### src/rtl/simd_pkg.sv
// Shared types and defaults for the SIMD result readback path.
package simd_pkg;

  localparam int unsigned DEF_PE_COUNT   = 4;
  localparam int unsigned DEF_DATA_WIDTH = 32;
  localparam int unsigned DEF_RD_LATENCY = 2;

  typedef logic [DEF_DATA_WIDTH-1:0]                    lane_t;
  typedef logic [DEF_PE_COUNT-1:0][DEF_DATA_WIDTH-1:0]  row_t;

  typedef enum logic [2:0] {
    IDLE  = 3'd0,
    WAIT  = 3'd1,
    ISSUE = 3'd2,
    DRAIN = 3'd3,
    FIN   = 3'd4
  } streamer_state_e;

endpackage

### src/rtl/simd_result_streamer_if.sv
// Valid/ready row stream from the result streamer to the host-side sink.
interface simd_result_streamer_if #(
  parameter int unsigned PE_COUNT       = simd_pkg::DEF_PE_COUNT,
  parameter int unsigned DATA_WIDTH     = simd_pkg::DEF_DATA_WIDTH,
  parameter int unsigned INS_ADDR_WIDTH = 11
);

  logic                           m_valid;
  logic                           m_ready;
  logic [PE_COUNT*DATA_WIDTH-1:0] m_data;
  logic [INS_ADDR_WIDTH-1:0]      m_addr;
  logic                           m_last;

  modport master (output m_valid, m_data, m_addr, m_last, input m_ready);
  modport slave  (input m_valid, m_data, m_addr, m_last, output m_ready);

endinterface

### src/rtl/simd_row_fifo.sv
// Synchronous FIFO for {row, addr, last} entries; DEPTH must be a power of two.
module simd_row_fifo #(
  parameter int unsigned WIDTH = 8,
  parameter int unsigned DEPTH = 4
) (
  input  logic                     clk,
  input  logic                     rstn,
  input  logic                     push,
  input  logic [WIDTH-1:0]         wdata,
  input  logic                     pop,
  output logic [WIDTH-1:0]         rdata,
  output logic [$clog2(DEPTH):0]   count,
  output logic                     empty,
  output logic                     full
);

  localparam int unsigned PtrW = $clog2(DEPTH);
  localparam logic [PtrW:0] CntFull = (PtrW+1)'(DEPTH);

  logic [WIDTH-1:0] mem_q [DEPTH];
  logic [PtrW-1:0]  wr_ptr_q, rd_ptr_q;
  logic [PtrW:0]    count_q;
  logic             do_pop;

  assign do_pop = pop && !empty;
  assign empty  = (count_q == '0);
  assign full   = (count_q == CntFull);
  assign count  = count_q;
  assign rdata  = mem_q[rd_ptr_q];

  // Entry storage; contents are don't-care until written.
  always_ff @(posedge clk) begin
    if (push) mem_q[wr_ptr_q] <= wdata;
  end

  // Pointers and occupancy; push and pop together leave count unchanged.
  always_ff @(posedge clk or negedge rstn) begin
    if (!rstn) begin
      wr_ptr_q <= '0;
      rd_ptr_q <= '0;
      count_q  <= '0;
    end else begin
      if (push)   wr_ptr_q <= wr_ptr_q + 1'b1;
      if (do_pop) rd_ptr_q <= rd_ptr_q + 1'b1;
      if (push && !do_pop)      count_q <= count_q + 1'b1;
      else if (!push && do_pop) count_q <= count_q - 1'b1;
    end
  end

endmodule

### src/rtl/simd_result_streamer.sv
// Readback engine for result BRAM R: sweeps an address window after out_data_valid,
// absorbs the BRAM read latency and streams one PE row per beat with backpressure.
// Optional RESULT_CHECKSUM_EN adds a running lane-sum output `checksum`.
module simd_result_streamer #(
  parameter int unsigned PE_COUNT       = simd_pkg::DEF_PE_COUNT,
  parameter int unsigned DATA_WIDTH     = simd_pkg::DEF_DATA_WIDTH,
  parameter int unsigned INS_ADDR_WIDTH = 11,
  parameter int unsigned RD_LATENCY     = simd_pkg::DEF_RD_LATENCY,
  parameter int unsigned FIFO_DEPTH     = 4
) (
  input  logic                           clk,
  input  logic                           rstn,
  input  logic                           start,
  input  logic [INS_ADDR_WIDTH-1:0]      base_addr,
  input  logic [INS_ADDR_WIDTH:0]        row_count,
  input  logic                           out_data_valid,
  output logic [INS_ADDR_WIDTH-1:0]      bram_r_r_addr,
  input  logic [PE_COUNT*DATA_WIDTH-1:0] bram_r_r_data,
  simd_result_streamer_if.master         m,
  output logic                           busy,
  output logic                           done
`ifdef RESULT_CHECKSUM_EN
  ,
  output logic [DATA_WIDTH-1:0]          checksum
`endif
);

  import simd_pkg::*;

  localparam int unsigned RowW     = PE_COUNT * DATA_WIDTH;
  localparam int unsigned EntW     = RowW + INS_ADDR_WIDTH + 1;
  localparam int unsigned CntW     = $clog2(FIFO_DEPTH + RD_LATENCY + 1) + 1;
  localparam int unsigned FifoCntW = $clog2(FIFO_DEPTH) + 1;
  localparam logic [INS_ADDR_WIDTH:0]   RowOne  = 1;
  localparam logic [INS_ADDR_WIDTH-1:0] AddrOne = 1;

  streamer_state_e state_q, state_d;

  logic [INS_ADDR_WIDTH-1:0] addr_q, rd_addr_q;
  logic [INS_ADDR_WIDTH:0]   remain_q;
  logic [RD_LATENCY-1:0]     tag_vld_q, tag_last_q;
  logic [INS_ADDR_WIDTH-1:0] tag_addr_q [RD_LATENCY];

  logic                start_ok, issue, pop, push;
  logic                fifo_empty, fifo_full;
  logic [FifoCntW-1:0] fifo_count;
  logic [EntW-1:0]     fifo_wdata, fifo_rdata;
  logic [CntW-1:0]     in_flight, occ;
  logic [RowW-1:0]     head_row;

  assign start_ok = (state_q == IDLE) && start;
  assign pop      = !fifo_empty && m.m_ready;
  assign push     = tag_vld_q[RD_LATENCY-1];

  // Credit check: occupancy after this cycle's pop must leave room for one more row.
  always_comb begin
    in_flight = '0;
    for (int i = 0; i < RD_LATENCY; i++) in_flight = in_flight + CntW'(tag_vld_q[i]);
    occ = in_flight + CntW'(fifo_count) - CntW'(pop);
  end

  assign issue = (state_q == ISSUE) && (remain_q != '0) && (occ < CntW'(FIFO_DEPTH));

  // Next-state logic for the sweep sequencer.
  always_comb begin
    state_d = state_q;
    unique case (state_q)
      IDLE:    if (start) state_d = WAIT;
      WAIT:    if (out_data_valid) state_d = (remain_q != '0) ? ISSUE : FIN;
      ISSUE:   if (issue && (remain_q == RowOne)) state_d = DRAIN;
      // With nothing in flight, occ is the FIFO level after this cycle's pop.
      DRAIN:   if ((in_flight == '0) && (occ == '0)) state_d = FIN;
      FIN:     state_d = IDLE;
      default: state_d = IDLE;
    endcase
  end

  // Sequencer state, window counters and the held read address.
  always_ff @(posedge clk or negedge rstn) begin
    if (!rstn) begin
      state_q   <= IDLE;
      addr_q    <= '0;
      remain_q  <= '0;
      rd_addr_q <= '0;
    end else begin
      state_q <= state_d;
      if (start_ok) begin
        addr_q   <= base_addr;
        remain_q <= row_count;
      end else if (issue) begin
        addr_q   <= addr_q + AddrOne;
        remain_q <= remain_q - RowOne;
      end
      if (issue) rd_addr_q <= addr_q;
    end
  end

  // Tag shift register tracking each read until its data appears on bram_r_r_data.
  always_ff @(posedge clk or negedge rstn) begin
    if (!rstn) begin
      tag_vld_q  <= '0;
      tag_last_q <= '0;
      for (int i = 0; i < RD_LATENCY; i++) tag_addr_q[i] <= '0;
    end else begin
      tag_vld_q[0]  <= issue;
      tag_last_q[0] <= (remain_q == RowOne);
      tag_addr_q[0] <= addr_q;
      for (int i = 1; i < RD_LATENCY; i++) begin
        tag_vld_q[i]  <= tag_vld_q[i-1];
        tag_last_q[i] <= tag_last_q[i-1];
        tag_addr_q[i] <= tag_addr_q[i-1];
      end
    end
  end

  assign fifo_wdata = {bram_r_r_data, tag_addr_q[RD_LATENCY-1], tag_last_q[RD_LATENCY-1]};

  simd_row_fifo #(
    .WIDTH (EntW),
    .DEPTH (FIFO_DEPTH)
  ) u_fifo (
    .clk   (clk),
    .rstn  (rstn),
    .push  (push),
    .wdata (fifo_wdata),
    .pop   (pop),
    .rdata (fifo_rdata),
    .count (fifo_count),
    .empty (fifo_empty),
    .full  (fifo_full)
  );

  // Gate the head so stale storage never shows while the stream is idle.
  assign head_row      = fifo_empty ? '0 : fifo_rdata[EntW-1 -: RowW];
  assign m.m_valid     = !fifo_empty;
  assign m.m_data      = head_row;
  assign m.m_addr      = fifo_empty ? '0 : fifo_rdata[INS_ADDR_WIDTH:1];
  assign m.m_last      = !fifo_empty && fifo_rdata[0];
  assign bram_r_r_addr = rd_addr_q;
  assign busy          = (state_q == WAIT) || (state_q == ISSUE) || (state_q == DRAIN);
  assign done          = (state_q == FIN);

`ifdef RESULT_CHECKSUM_EN
  logic [DATA_WIDTH-1:0] cksum_q, row_sum;

  // Lane sum of the row being popped.
  always_comb begin
    row_sum = '0;
    for (int i = 0; i < PE_COUNT; i++) row_sum = row_sum + head_row[i*DATA_WIDTH +: DATA_WIDTH];
  end

  // Running checksum, cleared by an accepted start.
  always_ff @(posedge clk or negedge rstn) begin
    if (!rstn)         cksum_q <= '0;
    else if (start_ok) cksum_q <= '0;
    else if (pop)      cksum_q <= cksum_q + row_sum;
  end

  assign checksum = cksum_q;
`endif

`ifndef SYNTHESIS
  // Credits guarantee a free entry for every returning read.
  push_never_full: assert property (@(posedge clk) disable iff (!rstn) !(push && fifo_full));
`endif

endmodule
### src/flat_wrapper.sv
// flat-port wrapper written by rule: the top's interface ports become plain ports
module simd_result_streamer_flat import simd_pkg::*;
#(
  parameter int unsigned PE_COUNT       = simd_pkg::DEF_PE_COUNT,
  parameter int unsigned DATA_WIDTH     = simd_pkg::DEF_DATA_WIDTH,
  parameter int unsigned INS_ADDR_WIDTH = 11,
  parameter int unsigned RD_LATENCY     = simd_pkg::DEF_RD_LATENCY,
  parameter int unsigned FIFO_DEPTH     = 4
)
  (clk, rstn, start, base_addr, row_count, out_data_valid, bram_r_r_addr, bram_r_r_data, busy, done, m_m_valid, m_m_data, m_m_addr, m_m_last, m_m_ready);
  simd_result_streamer_if #(.PE_COUNT(PE_COUNT), .DATA_WIDTH(DATA_WIDTH), .INS_ADDR_WIDTH(INS_ADDR_WIDTH)) m_i ();
  input  logic clk;
  input  logic rstn;
  input  logic start;
  input  logic [INS_ADDR_WIDTH-1:0] base_addr;
  input  logic [INS_ADDR_WIDTH:0] row_count;
  input  logic out_data_valid;
  output logic [INS_ADDR_WIDTH-1:0] bram_r_r_addr;
  input  logic [PE_COUNT*DATA_WIDTH-1:0] bram_r_r_data;
  output logic busy;
  output logic done;
  output wire logic [$bits(m_i.m_valid)-1:0] m_m_valid;
  output wire logic [$bits(m_i.m_data)-1:0] m_m_data;
  output wire logic [$bits(m_i.m_addr)-1:0] m_m_addr;
  output wire logic [$bits(m_i.m_last)-1:0] m_m_last;
  input wire logic [$bits(m_i.m_ready)-1:0] m_m_ready;
  assign m_m_valid = m_i.m_valid;
  assign m_m_data = m_i.m_data;
  assign m_m_addr = m_i.m_addr;
  assign m_m_last = m_i.m_last;
  assign m_i.m_ready = m_m_ready;
  simd_result_streamer #(.PE_COUNT(PE_COUNT), .DATA_WIDTH(DATA_WIDTH), .INS_ADDR_WIDTH(INS_ADDR_WIDTH), .RD_LATENCY(RD_LATENCY), .FIFO_DEPTH(FIFO_DEPTH)) u_core (.clk(clk), .rstn(rstn), .start(start), .base_addr(base_addr), .row_count(row_count), .out_data_valid(out_data_valid), .bram_r_r_addr(bram_r_r_addr), .bram_r_r_data(bram_r_r_data), .m(m_i), .busy(busy), .done(done));
endmodule
### config.mk
export PLATFORM = sky130hd
export DESIGN_NAME = simd_result_streamer_flat
export DESIGN_NICKNAME = d
export VERILOG_FILES = /design/src/rtl/simd_pkg.sv /design/src/rtl/simd_result_streamer_if.sv /design/src/rtl/simd_row_fifo.sv /design/src/rtl/simd_result_streamer.sv /design/src/flat_wrapper.sv
export SDC_FILE = /design/constraint.sdc
export NUM_CORES = 1
export LEC_CHECK = 0
export CORE_MARGIN = 2
export CORE_UTILIZATION = 55
export DETAILED_ROUTE_END_ITERATION = 6
export PLACE_DENSITY = 0.89
export SYNTH_ARGS = -nofsm -noshare
export SYNTH_HDL_FRONTEND = slang
export SYNTH_HIERARCHICAL = 1
export SYNTH_SLANG_ARGS = --single-unit
### constraint.sdc
create_clock -name clk -period 6.3 [get_ports clk]
set_clock_uncertainty 0.15 [all_clocks]
set_input_delay 1.26 -clock clk [delete_from_list [all_inputs] [get_ports clk]]
set_output_delay 1.26 -clock clk [all_outputs]
set_load 0.01 [all_outputs]
==> Yosys cells after proc, flatten, opt, wreduce, memory -nomap -nowiden <==
Memory sizes are Yosys's and may differ from the RTL's.
Cells that the tools add are included.
{ "word_totals": {"regBits": 70, "ramBits": 560, "elab_cells": 70, "output_inout_bits": 154, "n_memories": 1} }
{ "op_classes": {"addsub": 9, "n_reduce_logical": 23, "eq_ne": 9, "muxes": 16, "order_cmp": 1} }
{ "mem_list": {"columns": ["memory", "depth", "word_bits", "rd", "rd_ports_with_merged_regs", "wr", "line_no", "rtl"], "rows": [
  ["u_core.u_fifo.mem_q", 4, 140, 1, 0, 1, "simd_row_fifo.sv:20", "logic [WIDTH-1:0] mem_q [DEPTH];"]
]} }
{ "op_table": {"columns": ["cell", "count"], "rows": [
  ["2-to-1 mux 128 bit", 1],
  ["2-to-1 mux 11 bit", 3],
  ["2-to-1 mux 12 bit", 2],
  ["2-to-1 mux 3 bit", 7],
  ["== test 12 x 1 -> 1 bit, second input constant", 1],
  ["case mux 3 bit (4 select lines)", 1],
  ["nonzero test 12 bit", 1],
  ["subtractor 12 x 1 -> 12 bit, second input constant", 1],
  ["adder 11 x 1 -> 11 bit, second input constant", 1],
  ["logical AND 1 bit", 10],
  ["zero test 4 bit", 2],
  ["== test 3 x 2 -> 1 bit, second input constant", 2],
  ["zero test 3 bit", 2],
  ["adder 2 x 1 -> 2 bit, second input constant", 2],
  ["adder 4 x 3 -> 4 bit", 1],
  ["< comparator 4 x 3 -> 1 bit, second input constant", 1],
  ["!= test 2 x 1 -> 1 bit, second input constant", 2],
  ["!= test 2 bit, second input constant", 2],
  ["AND reduction 4 bit", 1],
  ["nonzero test 2 bit", 2],
  ["subtractor 4 x 1 -> 4 bit", 1],
  ["adder 3 x 1 -> 3 bit, second input constant", 1],
  ["== test 3 x 1 -> 1 bit, second input constant", 1],
  ["== test 3 bit, second input constant", 1],
  ["5 further kinds", 9]
]} }

==> Depth between registers and ports, before layout <==
{ "logic_depth": {"word_depth": 9, "depth_mapped": 14} }

==> Hierarchy <==
The synthesis kept the hierarchy.
{ "modules_own_cells": {"columns": ["mod", "instances", "area_per_inst_um2", "cells_per_inst", "seq_area_each_um2"], "rows": [
  ["simd_row_fifo", 1, 20582.2, 767, 16991.3],
  ["simd_result_streamer", 1, 3824.9, 409, 1576.5]
]} }

==> Worst setup path before layout <==
OpenSTA, ideal clock, no wires.
{ "synth_timing": {"kind": "register to register", "start": "register u_core.u_fifo.wr_ptr_q[0]", "end": "memory u_core/u_fifo/mem_q[2][0] (netlist name) (enable)", "arrival_time_ps": 3827, "stages_incl_launch_ff": 4, "period_less_slack_ps": 4493, "required_ps": 5634, "slack_ps": 1807, "n_path_buf": 0, "path_cell_list": "dfrtp_1 > inv_1 > ha_1 > and2_1"} }
{ "synth_lines": {"columns": ["element", "line_no", "rtl"], "rows": [
  ["from (decl)", "simd_row_fifo.sv:21", "logic [PtrW-1:0] wr_ptr_q, rd_ptr_q;"],
  ["from (signal assigned)", "simd_row_fifo.sv:43", "if (push) wr_ptr_q <= wr_ptr_q + 1'b1;"],
  ["to (decl)", "simd_row_fifo.sv:20", null]
]} }
Straight into the memory's write port.

==> Worst setup path after layout <==
{ "layout_timing": {"start": "register u_core.u_fifo.rd_ptr_q[0]", "end": "output port m_m_data[7]"} }
{ "layout_between": {"elab_chain_cells": 2} }
{ "layout_rtl": {"columns": ["element", "line_no", "rtl"], "rows": [
  ["from (decl)", "simd_row_fifo.sv:21", null],
  ["from (signal assigned)", "simd_row_fifo.sv:44", "if (do_pop) rd_ptr_q <= rd_ptr_q + 1'b1;"],
  ["memory (4 x 140 bit)", null, null],
  ["named net u_core.fifo_rdata[19]", "simd_result_streamer.sv:47", "logic [EntW-1:0] fifo_wdata, fifo_rdata;"],
  ["2-to-1 mux 128 bit", "simd_result_streamer.sv:134", "assign head_row = fifo_empty ? '0 : fifo_rdata[EntW-1 -: RowW];"],
  ["to (decl)", "flat_wrapper.sv:23", "output wire logic [$bits(m_i.m_data)-1:0] m_m_data;"]
]} }
The timed path passes the listed nets, and every way through them passes these cells.

==> metrics <==
outcome completed; vias per cell 5.71; Clock Path Buffers 3; row cnt 77; Setup crit end kind primary output; Max IR drop VDD 0.327 mV; syn avg cell area just over 20 um2; max-slew violations 0; reg2reg path depth 13; Post-CTS Hold Buffers 0; Critical Path RT 4.89 ns; post-route setup TNS 0 ns; CTS tree yes; DRC Markers 0; Yosys warnings 6; Routed WL 50200 um; hold path cells 0; first-pass GRT wire length about 77000 um; pwr dens ~450 nW/um2; Worst R2R Start u_core/u_fifo/count[0]$_DFFE_PN0P_; relative slew slack about 25%; DP HPWL around 30000 um; Initial DRT Pass Iterations 6; GPL Wtd Cong 0.819; vias 12278; period utilization 76.1%; Final Hold Fails 0; commonest non-fill, non-tap cell in the layout edfxtp_1; Mapped Cells ~1200; max cap viols 0; Overflow after GRT 0; layout cell share with drive strength beyond 1 16.9%; Final ANT Viol Nets 0; Leakage between 0.009 and 0.01 uW; syn_nets roughly 1300; I/O Pins 310; CTS buffer count 60; Reg2Reg Setup Slack 2.12 ns; antenna violations before repair 5; most frequent cells in the layout edfxtp_1, clkdlybuf4s50_1, nor2b_1, mux4_2, dfrtp_1; Hold Path Class register to register; Die H 215 um; Reg clk slew, reported paths 0.06 ns; Post-Place Cells 2035; Critical R2R Capture u_core/addr_q[1]$_DFFE_PN0P_; initial core utilization 55.4%; GR Util All Layers between 20 and 25%; Final Setup Violations 0; Root Driver clkbuf_16; crit path time final 4.80 ns; DIE AREA 46100 um2; buffers added on ports 309; Worst Hold End u_core/fifo_wdata[10]$_DFF_PN0_; Setup Buffers After CTS 0; PostCTS Resize Cnt 0; width of the die 215 um; drt first-iter violations 1110; Non-Filler Instances 2152; worst setup path class register to primary output; vias in the first global route approximately 13000; RSZ-0062 raised after global routing false; Area growth syn-to-layout 22.9%; H-tree Lvls 2; # clock sinks 630; worst hold path startpoint u_core/tag_addr_q[20]$_DFF_PN0_; # nets final 1678; pin count of the biggest net entering global routing 104; clock latency on the worst-skew pair ~0.61 ns; mapped cell area 24400 um2; Slew @ Worst Pin 1.12 ns; Worst EP arrival between 3 and 4 ns; DR WL/cell 23.3 um; crit start category register; Max FO, Critical Path 43; Fmax around 210 MHz; Placeable Area 44000 um2
[worst max path at each step]
stage | start | to
after floorplan | u_core/u_fifo/wr_ptr_q[0]$_DFFE_PN0P_ | u_core/u_fifo/mem_q[2][0]$_DFFE_PP_
after CTS | u_core/u_fifo/rd_ptr_q[0]$_DFFE_PN0P_ | m_m_data[7]
after global routing | u_core/u_fifo/rd_ptr_q[0]$_DFFE_PN0P_ | m_m_data[7]
after detailed placement | m_m_ready | u_core/addr_q[1]$_DFFE_PN0P_
after global placement | m_m_ready | u_core/addr_q[1]$_DFFE_PN0P_
final | u_core/u_fifo/rd_ptr_q[0]$_DFFE_PN0P_ | m_m_data[7]
[metal layers]
metal | vias up | GRT usage (%) | wire length (um)
li1 | 5368 | - | -
met1 | 6325 | 28.9 | 19400
met2 | 498 | 37.0 | 25600
met3 | 81 | 5.73 | 4130
met4 | 6 | 6.11 | 1050
met5 | - | 0 | 41
[layout make-up]
cell class	instances	area [um2]
Clock inverter	31	244
Tap cell	592	741
Antenna cell	3	7.51
Multi-Input combinational cell	464	5430
Sequential cell	630	18600
Timing Repair Buffer	326	3280
Clock buffer	83	1610
Fill cell	2613	14100
Inverter	23	88.8
[metrics by stage]
step	util, %	power, uW	area [um2]	setup WS [ns]	hold slack, ns
after global placement	63.9	9940	28100	1.48	0.183
after CTS	68.1	13500	30000	1.35	0.199
after global routing	68.1	13900	30000	1.30	0.202
after detailed placement	63.9	10100	28100	1.39	0.186
after floorplan	-	8000	24400	1.81	0.181
final	68.1	13300	30000	1.50	0.197
[registers in the layout (all words and copies together) (netlist names)]
name                    cells
u_core/tag_addr_q          11
u_core/u_fifo/wr_ptr_q      2
u_core/u_fifo/count         3
u_core/state_q              3
u_core/u_fifo/mem_q       560
u_core/u_fifo/rd_ptr_q      2
u_core/remain_q            12
u_core/tag_vld_q            2
u_core/fifo_wdata          11
u_core/addr_q              11
u_core/tag_last_q           2
u_core/bram_r_r_addr       11
[critical path, stage by stage, from the launching register on]
cell	delay [ns]
dfrtp_4	1.00
buf_4	0.45
mux4_2	0.56
nor2b_1	0.17
clkdlybuf4s50_1	0.55
[power breakdown]
part           leakage [uW]  switching, uW  internal (uW)
registers           0.00590            397           4990
logic               0.00315           2060           2530
clock network      0.000901           1480           1870
total               0.00995           3940           9400
Note: power is estimated with default switching activity, not from simulation.
